### src/rtl/alu_ctrl_issue.sv
`default_nettype none
// ============================================================================
// Module   : alu_ctrl_issue
// Purpose  : ALU issue stage. Decodes ALUOp/funct3/funct7[5] into a 4-bit
//            control code and queues it with its operands in a small in-order
//            FIFO. The optional ALU_CTRL_ISSUE_PERF_EN adds saturating
//            issue/illegal counters.
// Revision : 1.0 - initial release
// ============================================================================
module alu_ctrl_issue #(
  parameter int DATA_W = 64,
  parameter int DEPTH  = 2
) (
  input  logic              clk,
  input  logic              reset,
  input  logic              in_valid,
  output logic              in_ready,
  input  logic [1:0]        in_alu_op,
  input  logic [2:0]        in_funct3,
  input  logic              in_funct7_5,
  input  logic [DATA_W-1:0] in_a,
  input  logic [DATA_W-1:0] in_b,
  output logic              out_valid,
  input  logic              out_ready,
  output logic [DATA_W-1:0] out_a,
  output logic [DATA_W-1:0] out_b,
  output logic [3:0]        alu_control_signal,
`ifdef ALU_CTRL_ISSUE_PERF_EN
  output logic [31:0]       issue_count,
  output logic [15:0]       illegal_count,
`endif
  output logic              out_illegal
);

  localparam int PTR_W = (DEPTH > 1) ? $clog2(DEPTH) : 1;
  localparam int CNT_W = $clog2(DEPTH + 1);

  logic [DATA_W-1:0] a_mem_q   [DEPTH];
  logic [DATA_W-1:0] b_mem_q   [DEPTH];
  logic [3:0]        code_mem_q[DEPTH];
  logic              ill_mem_q [DEPTH];

  logic [PTR_W-1:0]  wr_ptr_q, wr_ptr_d;
  logic [PTR_W-1:0]  rd_ptr_q, rd_ptr_d;
  logic [CNT_W-1:0]  count_q, count_d;

  logic              push, pop;
  logic [3:0]        dec_code;
  logic              dec_illegal;

  // Ready depends only on registered occupancy, never on out_ready.
  assign in_ready  = !reset && (count_q < CNT_W'(DEPTH));
  assign out_valid = (count_q != '0);
  assign push      = in_valid && in_ready;
  assign pop       = out_valid && out_ready;

  assign out_a              = a_mem_q[rd_ptr_q];
  assign out_b              = b_mem_q[rd_ptr_q];
  assign alu_control_signal = code_mem_q[rd_ptr_q];
  assign out_illegal        = ill_mem_q[rd_ptr_q];

  always_comb begin
    dec_code    = 4'b1111;
    dec_illegal = 1'b1;
    unique case (in_alu_op)
      2'b00: begin dec_code = 4'b0000; dec_illegal = 1'b0; end
      2'b01: begin dec_code = 4'b1000; dec_illegal = 1'b0; end
      default: begin
        // funct7[5] selects sub only for register-register ops.
        case (in_funct3)
          3'b000: begin
            dec_code    = (in_alu_op == 2'b10 && in_funct7_5) ? 4'b1000 : 4'b0000;
            dec_illegal = 1'b0;
          end
          3'b100: begin dec_code = 4'b0100; dec_illegal = 1'b0; end
          3'b110: begin dec_code = 4'b0110; dec_illegal = 1'b0; end
          3'b111: begin dec_code = 4'b0111; dec_illegal = 1'b0; end
          default: begin dec_code = 4'b1111; dec_illegal = 1'b1; end
        endcase
      end
    endcase
  end

  always_comb begin
    wr_ptr_d = push ? wr_ptr_q + PTR_W'(1) : wr_ptr_q;
    rd_ptr_d = pop  ? rd_ptr_q + PTR_W'(1) : rd_ptr_q;
    count_d  = count_q;
    if (push && !pop) begin
      count_d = count_q + CNT_W'(1);
    end else if (pop && !push) begin
      count_d = count_q - CNT_W'(1);
    end
  end

  always_ff @(posedge clk) begin
    if (reset) begin
      wr_ptr_q <= '0;
      rd_ptr_q <= '0;
      count_q  <= '0;
      for (int i = 0; i < DEPTH; i++) begin
        a_mem_q[i]    <= '0;
        b_mem_q[i]    <= '0;
        code_mem_q[i] <= '0;
        ill_mem_q[i]  <= 1'b0;
      end
    end else begin
      wr_ptr_q <= wr_ptr_d;
      rd_ptr_q <= rd_ptr_d;
      count_q  <= count_d;
      if (push) begin
        a_mem_q[wr_ptr_q]    <= in_a;
        b_mem_q[wr_ptr_q]    <= in_b;
        code_mem_q[wr_ptr_q] <= dec_code;
        ill_mem_q[wr_ptr_q]  <= dec_illegal;
      end
    end
  end

`ifdef ALU_CTRL_ISSUE_PERF_EN
  logic [31:0] issue_cnt_q;
  logic [15:0] illegal_cnt_q;

  always_ff @(posedge clk) begin
    if (reset) begin
      issue_cnt_q   <= '0;
      illegal_cnt_q <= '0;
    end else begin
      if (pop && issue_cnt_q != '1) begin
        issue_cnt_q <= issue_cnt_q + 32'd1;
      end
      if (pop && out_illegal && illegal_cnt_q != '1) begin
        illegal_cnt_q <= illegal_cnt_q + 16'd1;
      end
    end
  end

  assign issue_count   = issue_cnt_q;
  assign illegal_count = illegal_cnt_q;
`endif

endmodule
`default_nettype wire

### config.mk
export PLATFORM = sky130hd
export DESIGN_NAME = alu_ctrl_issue
export DESIGN_NICKNAME = d
export VERILOG_FILES = /design/src/rtl/alu_ctrl_issue.sv
export SDC_FILE = /design/constraint.sdc
export NUM_CORES = 1
export LEC_CHECK = 0
export ABC_AREA = 1
export CAP_MARGIN = 20
export CORE_MARGIN = 4
export CORE_UTILIZATION = 40
export CTS_BUF_LIST = sky130_fd_sc_hd__clkbuf_16
export CTS_CLUSTER_SIZE = 10
export DETAILED_ROUTE_END_ITERATION = 7
export PLACE_DENSITY = 0.63
export SLEW_MARGIN = 5
export SYNTH_ARGS = -nofsm -noshare
export SYNTH_HDL_FRONTEND = slang
export SYNTH_SLANG_ARGS = --single-unit
### constraint.sdc
create_clock -name clk -period 5.61 [get_ports clk]
set_input_delay 0.561 -clock clk [delete_from_list [all_inputs] [get_ports clk]]
set_output_delay 0.561 -clock clk [all_outputs]
set_load 0.02 [all_outputs]
# --- Yosys cells after proc, flatten, opt, wreduce, memory -nomap -nowiden ---
# Memories as Yosys holds them, arrays and structs flattened. A register that Yosys moved wholly into a read port is not among the register bits.
# Cells that the tools add are included.
classes:
  addsub: 4
  n_mul: 0
  div_mod_pow: 0
  magnitude_cmp: 1
  eq_ne: 5
  n_shift: 0
  muxes: 32
  bitwise_logic: 0
  reduce_logical: 19
op_table:
  columns: ["operator", "n"]
  rows:
  - ["64-bit 2-to-1 mux", 2]
  - ["64-bit OR reduction", 2]
  - ["1-bit 2-to-1 mux", 24]
  - ["4-bit case mux with 4 select lines", 1]
  - ["3-bit == test (second input constant)", 3]
  - ["4-bit 2-to-1 mux", 2]
  - ["4-bit case mux with 2 select lines", 1]
  - ["4-bit OR reduction", 2]
  - ["1-bit logical AND", 6]
  - ["2-bit 2-to-1 mux", 2]
  - ["2-bit nonzero test", 2]
  - ["1-bit zero test", 3]
  - ["3-bit zero test", 1]
  - ["1-bit adder (second input constant)", 2]
  - ["2-bit by 1-bit adder with 2-bit output (second input constant)", 1]
  - ["2-bit by 1-bit == test with 1-bit output (second input constant)", 1]
  - ["2-bit == test (second input constant)", 1]
  - ["2-bit zero test", 1]
  - ["2-bit < comparator (second input constant)", 1]
  - ["2-bit OR reduction", 1]
  - ["2-bit by 1-bit subtractor with 2-bit output (second input constant)", 1]
  - ["1-bit OR reduction", 1]
totals:
  reg_bits: 4
  latchBits: 0
  ram_bits: 266
  mem_bits_ro: 0
  in_bits: 138
  output_inout_bits: 135
  wordCells: 68
  mem_count: 4
mem_list:
  columns: ["name", "depth", "word_bits", "read_ports", "rd_ports_with_merged_regs", "wr", "line_no", "rtl"]
  rows:
  - ["a_mem_q", 2, 64, 1, 1, 2, "38", "logic [DATA_W-1:0] a_mem_q [DEPTH];"]
  - ["b_mem_q", 2, 64, 1, 1, 2, "39", "logic [DATA_W-1:0] b_mem_q [DEPTH];"]
  - ["code_mem_q", 2, 4, 1, 1, 2, "40", "logic [3:0] code_mem_q[DEPTH];"]
  - ["ill_mem_q", 2, 1, 1, 1, 2, "41", "logic ill_mem_q [DEPTH];"]

# --- Depth between registers and ports, before layout ---
# Gate-level depths: netlist of run 1.
logic_depth:
  ltp_word: 8
  depth_mapped: 10
  ltp_nobuf: 10

# --- Worst setup path before layout of run 1 ---
# OpenSTA, ideal clock, no wires.
synth_timing:
  path_kind: "input to register"
  from: "input reset"
  to: "memory a_mem_q[0][0] (enable)"
  setup_ps: 497
  arrival_time_ps: 4131
  required_time_ps: 5113
  path_slack_ps: 982
  path_stages: 5
  n_path_buf: 2
  cell_sequence: "nor3b_4 -> nand2_2 -> buf_2 -> buf_2 -> nand2_1"
synth_lines:
  columns: ["item", "line_no", "rtl"]
  rows:
  - ["start: declaration", "15", "input logic reset,"]
  - ["end: declaration", "38", null]

==> impl_metrics.csv, run 1 <==
group,metric,value,unit
synth,synth_area,0.0115,mm^2
global_route,grt_antenna_before_repair,5,
final_layout,finalNonFillerCells,1563,
critical_path,path_buf_inv,2,
power,p_clk_share,30.9,%
sta,worst_slew_pin_slew,1070,ps
place,port_buffers,272,
power,p_per_area,359,mW/mm^2
route,wirelength,26.9,mm
sta,finalSetupTns,0,ps
clock_network,clock-sinks,271,
place,placed_area,0.0146,mm^2
clock_network,clock_path_buffers,3,
sta,finalSetupViolCount,0,
final_layout,syn_to_final_growth,34.7,%
sta,slew_headroom,28.7,%
floorplanning,row_count,61,
place,pre_cts_slack,2220,ps
route,vias,7248,
synth,ys_warn_count,0,
clock_network,cts_root_buf,"clkbuf_16",
critical_path,path_delay_family,"buffers and inverters",
final_layout,fillers,2483,
synth,ys_ff_latch,271,
power,p_sw_share,26.8,%
synth,yosys.cell_types.count,18,
global_route,first_global_vias,7608,
critical_path,reg2reg_slack,2980,ps
global_route,grt_max_degree,87,
clock_network,cts_htree_levels,1,
sta,finalClockSkew,12.3,ps
power,combinationalPowerShare,23.8,%
route,dr.pass1.iters,5,
sta,min_period,3620,ps
critical_path,start_kind,"flip-flop",
place,dp_cells,1503,
clock_network,ctsHoldBuffers,0,
critical_path,cp-end-kind,"output port",
outcome,outcome,"finished clean",
synth,syn_inst,886,
floorplanning,io_pins,273,
critical_path,cp_max_fo,65,
power,internal_power,0.00406,W
power,p_leak,6.41,nW
critical_path,critPathArrivalTime,3050,ps
final_layout,final_nets,1297,
global_route,overflow,0,
critical_path,worst_path_max_delay_cell,"dfxtp_4",
clock_network,cts_resized,0,
critical_path,cp_data_required_time,5050,ps
hold_path,hold_path.class,"flip-flop to flip-flop",
flow_run,maxCapViolCount,0,
clock_network,post-cts-setup-buffer-count,0,
route,vias_per_cell,4.64,
route,drcViolationCount,0,
clock_network,cts_buffers,31,
clock_network,clkLatencyLatePin,540,ps
floorplanning,core,0.0281,mm^2
place,hpwl,17.4,mm
final_layout,regArea,0.00809,mm^2
critical_path,max_stage_delay,970,ps
route,detail-route-antenna-nets,0,
sta,period_share,64.4,%
critical_path,critical_path_class,"flip-flop to output port",
clock_network,clk_pin_slew_worst_paths,50,ps
floorplanning,start_util,40.9,%
clock_network,cts_tree,"done",
final_layout,layout_commonest_cell,"clkdlybuf4s50_1",
route,drtIter0Drc,411,
global_route,grt_pass1_wl,40.4,mm
floorplanning,dieArea,0.0315,mm^2
final_layout,mostFrequentLayoutCells,"272 x clkdlybuf4s50_1, 270 x nor2_1, 266 x edfxtp_1",
power,seqPwrFrac,45.3,%
place,globalplace.congestion,0.756,
route,wl_per_cell,17.2,um
final_layout,multi_input_area,0.00270,mm^2
power,p_sw,0.00149,W
synth,synth-seq-area-share,70.3,%
power,ir_worst_vdd,188,uV
final_layout,drive_gt1_share,15.4,%
sta,setup_ws,1990,ps
synth,avgSynthCellArea,13.0,um^2
sta,slew_viol_final,0,
synth,syn-num-nets,1025,
floorplanning,die_x,178,um
critical_path,path_cells,"buf_4, mux2_2, clkdlybuf4s50_1",
final_layout,fin_area,0.0155,mm^2
sta,fmax,0.277,GHz
global_route,grt_usage,16.4,%
sta,rsz0062_at_grt,"no",
sta,final_hold_viol_count,0,
floorplanning,die_y,178,um
metrics by stage:
stage          hold slack [ps]  power (W)  util [%]
3_3_place_gp               477    0.00389      52.0
4_1_cts                    516    0.00562      55.1
6_report                   518    0.00555      55.1
2_1_floorplan              465    0.00328         -
5_1_grt                    539    0.00579      55.1
3_5_place_dp               501    0.00390      52.0
flip-flops by register name, indices dropped and copies added (netlist names), named ones only:
| name | count |
|---|---|
| a_mem_q | 128 |
| wr_ptr_q | 1 |
| count_q | 2 |
| b_mem_q | 128 |
| rd_ptr_q | 1 |
| code_mem_q | 8 |
| ill_mem_q | 2 |
final timing paths:
kind / startpoint / end / cells past startpoint
setup / recovery: flip-flop / out_b[35] / 3
setup reg to reg: count_q[1] / b_mem_q[1][1] / 4
hold / removal: rd_ptr_q / flip-flop / 2
hold reg to reg: rd_ptr_q / flip-flop / 2
tightest hold or removal path: stages, from the launching register on:
cell	delay, ps
dfxtp_1	340
a21oi_1	60
nor2_1	90
power groups by stage:
| stage | combinational, W | sequential [W] | clock (W) |
|---|---|---|---|
| 2_1_floorplan | 0.000760 | 0.00252 | 0 |
| 3_3_place_gp | 0.00133 | 0.00255 | 0 |
| 3_5_place_dp | 0.00133 | 0.00256 | 0 |
| 4_1_cts | 0.00134 | 0.00252 | 0.00176 |
| 5_1_grt | 0.00141 | 0.00254 | 0.00185 |
| 6_report | 0.00132 | 0.00252 | 0.00172 |
cells by family after synthesis:
group,count (synthesis),synth area share [%]
compound gates,5,0.218
fa+ha+maj,1,0.109
buf+inv,180,6.36
flops,271,70.3
mux,133,13.0
simple gates,296,9.95
cells in the mapped netlist, drive strengths merged:
library cell	instances	area share, %
nor2	270	8.8
nor3	4	0.17
nand3	4	0.17
buf	36	1.7
ha	1	0.11
inv	137	4.5
nand2	16	0.57
clkbuf	7	0.23
a21oi	3	0.13
dfxtp	5	0.87
edfxtp	266	69
nor3b	1	0.16
or2	1	0.054
mux2	133	13
o21ai	2	0.087
per-layer routing:
layer / vias up / GRT usage (%) / routed length, um
li1: 3482 / - / -
met1: 3483 / 21.0 / 11100
met4: 4 / 4.74 / 725
met3: 45 / 4.64 / 2050
met2: 234 / 27.5 / 13000
met5: - / 0 / 30
layout make-up:
cell class	count	area share [%]
sequential	271	52.2
timing repair buffer	282	18.2
multi-input combinational	435	17.5
clock buffer	31	5.01
inverter	137	3.32
tap	378	3.05
clock inverter	26	0.638
antenna	3	0.0485
No activity file was read; power rests on OpenSTA's default activity.
==> run 2: changes to the inputs <==
--- a/config.mk
+++ b/config.mk
@@ -12,7 +12,7 @@
 export CTS_BUF_LIST = sky130_fd_sc_hd__clkbuf_16
 export CTS_CLUSTER_SIZE = 10
 export DETAILED_ROUTE_END_ITERATION = 7
-export PLACE_DENSITY = 0.63
+export PLACE_DENSITY = 0.66
 export SLEW_MARGIN = 5
 export SYNTH_ARGS = -nofsm -noshare
 export SYNTH_HDL_FRONTEND = slang
==> constraint.sdc (replaced) <==
create_clock -name clk -period 3.1 [get_ports clk]
set_input_delay 0.31 -clock clk [delete_from_list [all_inputs] [get_ports clk]]
set_output_delay 0.31 -clock clk [all_outputs]
set_load 0.02 [all_outputs]
==> run 2 against run 1 <==
Effect of this change:
- hold slack worse by 74 ps
- die area stayed put
- clock power grew 80%
- register-to-register slack worse by 1800 ps
- first-iteration DRC count up 11%
- critical path depth is the same
- cell area is 0.73% higher
- sequential share of layout area decreased by 0.38 points
- worst setup slack lost 1700 ps
- cell count about the same
- global-route usage decreased by 0.11 points
==> impl_metrics.csv, run 2 (synthesis results as in run 1) <==
group,metric,value,unit
sta,slew_viol_final,0,
sta,finalSetupTns,0,ps
floorplanning,die_y,178,um
sta,rsz0062_at_grt,"no",
critical_path,max_stage_delay,580,ps
critical_path,reg2reg_to,"b_mem_q[1][46]",
global_route,grt_pass1_wl,40.6,mm
global_route,overflow,0,
route,wirelength,26.7,mm
power,seqPwrFrac,45.0,%
clock_network,post-cts-setup-buffer-count,0,
final_layout,syn_to_final_growth,35.7,%
place,pre_cts_slack,738,ps
clock_network,cts_htree_levels,1,
final_layout,mostFrequentLayoutCells,"272 x clkdlybuf4s50_1, 270 x nor2_1, 266 x edfxtp_1",
floorplanning,row_count,61,
sta,setup_ws,317,ps
route,dr.pass1.iters,5,
outcome,outcome,"finished clean",
sta,fmax,0.359,GHz
sta,finalClockSkew,9.69,ps
final_layout,top_regs,"a_mem_q x128, b_mem_q x128, code_mem_q x8",
final_layout,drive_gt1_share,15.7,%
place,placed_area,0.0147,mm^2
clock_network,clkLatencyLatePin,530,ps
critical_path,cp_max_fo,29,
critical_path,critPathArrivalTime,2470,ps
floorplanning,die_x,178,um
sta,finalSetupViolCount,0,
critical_path,path_delay_family,"buffers and inverters",
clock_network,clk_pin_slew_worst_paths,60,ps
power,p_leak,6.45,nW
hold_path,hold_path.class,"input pin to flip-flop",
hold_path,whs_path_depth,3,
critical_path,worst_path_max_delay_cell,"dfxtp_4",
floorplanning,io_pins,273,
place,hpwl,17.2,mm
critical_path,reg2reg_slack,1220,ps
power,p_per_area,644,mW/mm^2
clock_network,cts_tree,"done",
hold_path,worstHoldStart,"in_a[59]",
final_layout,fin_area,0.0156,mm^2
sta,period_share,89.8,%
route,vias,7255,
global_route,first_global_vias,7453,
critical_path,cp_data_required_time,2790,ps
route,drtIter0Drc,456,
flow_run,maxCapViolCount,0,
global_route,grt_antenna_before_repair,4,
final_layout,finalNonFillerCells,1564,
power,internal_power,0.00738,W
critical_path,path_cells,"buf_4, mux2_2, clkdlybuf4s50_1",
critical_path,path_buf_inv,2,
route,detail-route-antenna-nets,0,
power,ir_worst_vdd,352,uV
route,drcViolationCount,0,
sta,fin_hold_ws,444,ps
power,p_sw,0.00267,W
sta,slew_headroom,54.2,%
critical_path,worst-r2r-cell-count,4,
critical_path,r2r-start,"count_q[1]",
place,globalplace.congestion,0.769,
place,dp_cells,1507,
sta,min_period,2780,ps
route,vias_per_cell,4.64,
clock_network,clock_path_buffers,3,
clock_network,cts_resized,0,
floorplanning,dieArea,0.0315,mm^2
power,p_clk_share,30.8,%
critical_path,critical_path_class,"flip-flop to output port",
critical_path,cp-end-kind,"output port",
route,wl_per_cell,17.1,um
place,port_buffers,272,
sta,final_hold_viol_count,0,
sta,worst_slew_pin_slew,687,ps
clock_network,cts_buffers,31,
power,p_sw_share,26.6,%
clock_network,clock-sinks,271,
clock_network,cts_root_buf,"clkbuf_16",
global_route,grt_usage,16.3,%
final_layout,final_nets,1301,
final_layout,layout_commonest_cell,"clkdlybuf4s50_1",
floorplanning,core,0.0281,mm^2
power,combinationalPowerShare,24.2,%
hold_path,hold_end,"a_mem_q[1][59]",
critical_path,start_kind,"flip-flop",
floorplanning,start_util,40.9,%
global_route,grt_max_degree,134,
clock_network,ctsHoldBuffers,0,
run 2: tightest hold or removal path, cell delays in order:
cell	delay, ps
clkdlybuf4s50_1	390
inv_1	70
nor2_1	40
run 2: per-layer routing:
metal / wire length, um / GRT usage, % / up-vias
met2: 13000 / 27.2 / 233
met3: 2040 / 4.03 / 46
met4: 545 / 4.03 / 6
met5: 41 / 0 / -
met1: 11000 / 21.7 / 3476
li1: - / - / 3494
run 2: worst max-delay path by stage:
stage                endpoint  startpoint  slack (ps)  cells past startpoint
2_1_floorplan   a_mem_q[0][0]  count_q[1]           2                      5
3_3_place_gp   a_mem_q[1][48]       reset         780                      5
3_5_place_dp   a_mem_q[1][60]       reset         740                      5
4_1_cts             out_a[30]   flip-flop         260                      3
5_1_grt             out_a[12]   flip-flop         210                      3
6_report            out_a[30]   flip-flop         320                      3
run 2: final cells by class:
cell class | instances | area, um^2
clock buffers | 31 | 776
multi-input cells | 435 | 2720
flip-flops and latches | 271 | 8090
repair buffers | 286 | 2930
well taps | 378 | 473
diodes | 1 | 2.50
clock inverters | 25 | 95.1
inverters | 137 | 514
fillers | 2431 | 12500
run 2: power groups by stage:
| stage | logic [W] | clock network, W | registers, W |
|---|---|---|---|
| floorplan | 0.00138 | 0 | 0.00454 |
| global placement | 0.00244 | 0 | 0.00459 |
| detailed placement | 0.00246 | 0 | 0.00460 |
| CTS | 0.00247 | 0.00319 | 0.00453 |
| global route | 0.00260 | 0.00334 | 0.00455 |
| finish | 0.00244 | 0.00309 | 0.00452 |
run 2: through the flow:
step | total power, W | util (%)
6_report | 0.0100 | 55.5
5_1_grt | 0.0105 | 55.5
4_1_cts | 0.0102 | 55.5
3_5_place_dp | 0.00706 | 52.4
3_3_place_gp | 0.00703 | 52.4
2_1_floorplan | 0.00592 | -
==> run 3: changes to the inputs <==
--- a/config.mk
+++ b/config.mk
@@ -12,7 +12,9 @@
 export CTS_BUF_LIST = sky130_fd_sc_hd__clkbuf_16
 export CTS_CLUSTER_SIZE = 10
 export DETAILED_ROUTE_END_ITERATION = 7
+export HOLD_SLACK_MARGIN = 0.06
 export PLACE_DENSITY = 0.66
+export RECOVER_POWER = 25
 export SLEW_MARGIN = 5
 export SYNTH_ARGS = -nofsm -noshare
 export SYNTH_HDL_FRONTEND = slang
==> run 3 against run 2 <==
Effect of this change:
- the run now ends with capacitance limit, slew limit left
- first-iteration DRC count fell by 4.2%
- fmax fell by 0.56%
- critical path depth did not move
- count of clock-buffer cells in the layout did not move
- combinational power barely moved
- sequential share of layout area rose by 0.15 points
- critical endpoint unchanged
- largest cell class unchanged
- largest power group unchanged
- highest routed layer unchanged
==> impl_metrics.csv, run 3 (synthesis results as in run 1) <==
group,metric,value,unit
outcome,outcome,"finished, violations left",
outcome,failed_checks,"capacitance limit, slew limit",
route,wirelength,26.7,mm
hold_path,hold_path.class,"input pin to flip-flop",
sta,rsz0062_at_grt,"no",
final_layout,syn_to_final_growth,35.3,%
power,totalPowerFinal,0.0101,W
clock_network,cts_buffers,31,
critical_path,path_buf_inv,2,
clock_network,clkLatencyLatePin,530,ps
route,vias,7276,
floorplanning,start_util,40.9,%
global_route,grt_max_degree,134,
critical_path,reg2reg_slack,350,ps
final_layout,drive_gt1_share,15.6,%
global_route,met3_usage,4.03,%
global_route,first_global_vias,7453,
sta,worst_slew_pin_slew,1740,ps
global_route,grt_antenna_before_repair,4,
clock_network,ctsHoldBuffers,0,
floorplanning,die_x,178,um
sta,finalClockSkew,9.79,ps
route,wl_per_cell,17.0,um
sta,finalSetupViolCount,0,
final_layout,final_nets,1301,
sta,period_share,90.3,%
final_layout,mostFrequentLayoutCells,"272 x clkdlybuf4s50_1, 270 x nor2_1, 266 x edfxtp_1",
sta,final_hold_viol_count,0,
final_layout,fillers,2438,
critical_path,max_stage_delay,590,ps
floorplanning,io_pins,273,
route,dr.pass1.iters,4,
place,globalplace.congestion,0.769,
critical_path,worst_path_max_delay_cell,"dfxtp_4",
sta,slew_headroom,-15.9,%
critical_path,cp_max_fo,29,
clock_network,cts_root_buf,"clkbuf_16",
global_route,overflow,0,
sta,slew_viol_final,268,
clock_network,clock-sinks,271,
floorplanning,row_count,61,
global_route,met1_usage,21.7,%
final_layout,layout_commonest_cell,"clkdlybuf4s50_1",
place,port_buffers,272,
clock_network,cts_tree,"done",
power,ir_worst_vdd,352,uV
sta,finalSetupTns,0,ps
critical_path,cp_data_required_time,2790,ps
global_route,grt_pass1_wl,40.6,mm
sta,min_period,2800,ps
route,drtIter0Drc,437,
route,drcViolationCount,0,
route,vias_per_cell,4.65,
sta,fin_hold_ws,445,ps
final_layout,final_core_util,55.4,%
clock_network,post-cts-setup-buffer-count,0,
clock_network,clock_path_buffers,3,
floorplanning,dieArea,0.0315,mm^2
clock_network,cts_htree_levels,1,
floorplanning,die_y,178,um
global_route,globalRoute.busiestLayer,"met2",
critical_path,start_kind,"flip-flop",
route,detail-route-antenna-nets,0,
global_route,use_met2,27.2,%
critical_path,cp-end-kind,"output port",
clock_network,cts_resized,0,
critical_path,path_cells,"buf_4, mux2_2, clkdlybuf4s50_1",
clock_network,clk_pin_slew_worst_paths,60,ps
sta,fmax,0.357,GHz
critical_path,critical_path_class,"flip-flop to output port",
floorplanning,core,0.0281,mm^2
flow_run,maxCapViolCount,2,
final_layout,top_regs,"a_mem_q x128, b_mem_q x128, code_mem_q x8",
global_route,grt_usage,16.3,%
place,hpwl,17.2,mm
power,p_per_area,646,mW/mm^2
critical_path,critPathArrivalTime,2490,ps
power,p_leak,6.43,nW
critical_path,path_delay_family,"buffers and inverters",
[run 3: cell count changes in the layout (fill, tap and decap cells not counted), sizes merged]
cell	change
buf	-2
clkbuf	+2
diode	+2
[run 3: final timing paths]
kind                                  from                to  cells past startpoint
worst min-delay path              in_a[59]    a_mem_q[1][59]                      3
worst max-delay path             flip-flop         out_a[30]                      3
worst max register to register  count_q[1]  code_mem_q[1][1]                      4
worst min register to register    rd_ptr_q          rd_ptr_q                      2
[run 3: worst register-to-register path: cells and delay by family, from the launching register on]
family	cells	cell delay, ps
buffers and inverters	1	800
flip-flops	1	330
AND/OR/NAND/NOR	3	1430
[run 3: layout make-up]
cell class	count	area [um^2]	area share (%)
clock inverters	25	95.1	0.611
inverters	137	514	3.31
well taps	378	473	3.04
multi-input cells	435	2700	17.3
clock buffers	31	776	4.99
flip-flops and latches	271	8090	52.0
repair buffers	286	2900	18.7
diodes	3	7.51	0.0483
[run 3: per-layer routing]
layer | up-vias | wire length, um
li1 | 3493 | -
met1 | 3513 | 11100
met2 | 218 | 13200
met3 | 46 | 1870
met4 | 6 | 542
met5 | - | 41
[run 3: power breakdown]
part	total (W)	leakage (nW)	internal [W]	switching, W
registers	0.00452	2.82	0.00441	0.000116
clock network	0.00310	0.506	0.00178	0.00132
logic	0.00243	3.10	0.00120	0.00124
[run 3: through the flow]
step	worst slack, ps	instances	area [um^2]
floorplan	1.71	886	11500
global placement	777	1507	14700
detailed placement	738	1507	14700
CTS	265	1563	15600
global route	121	1564	15600
finish	301	1566	15600
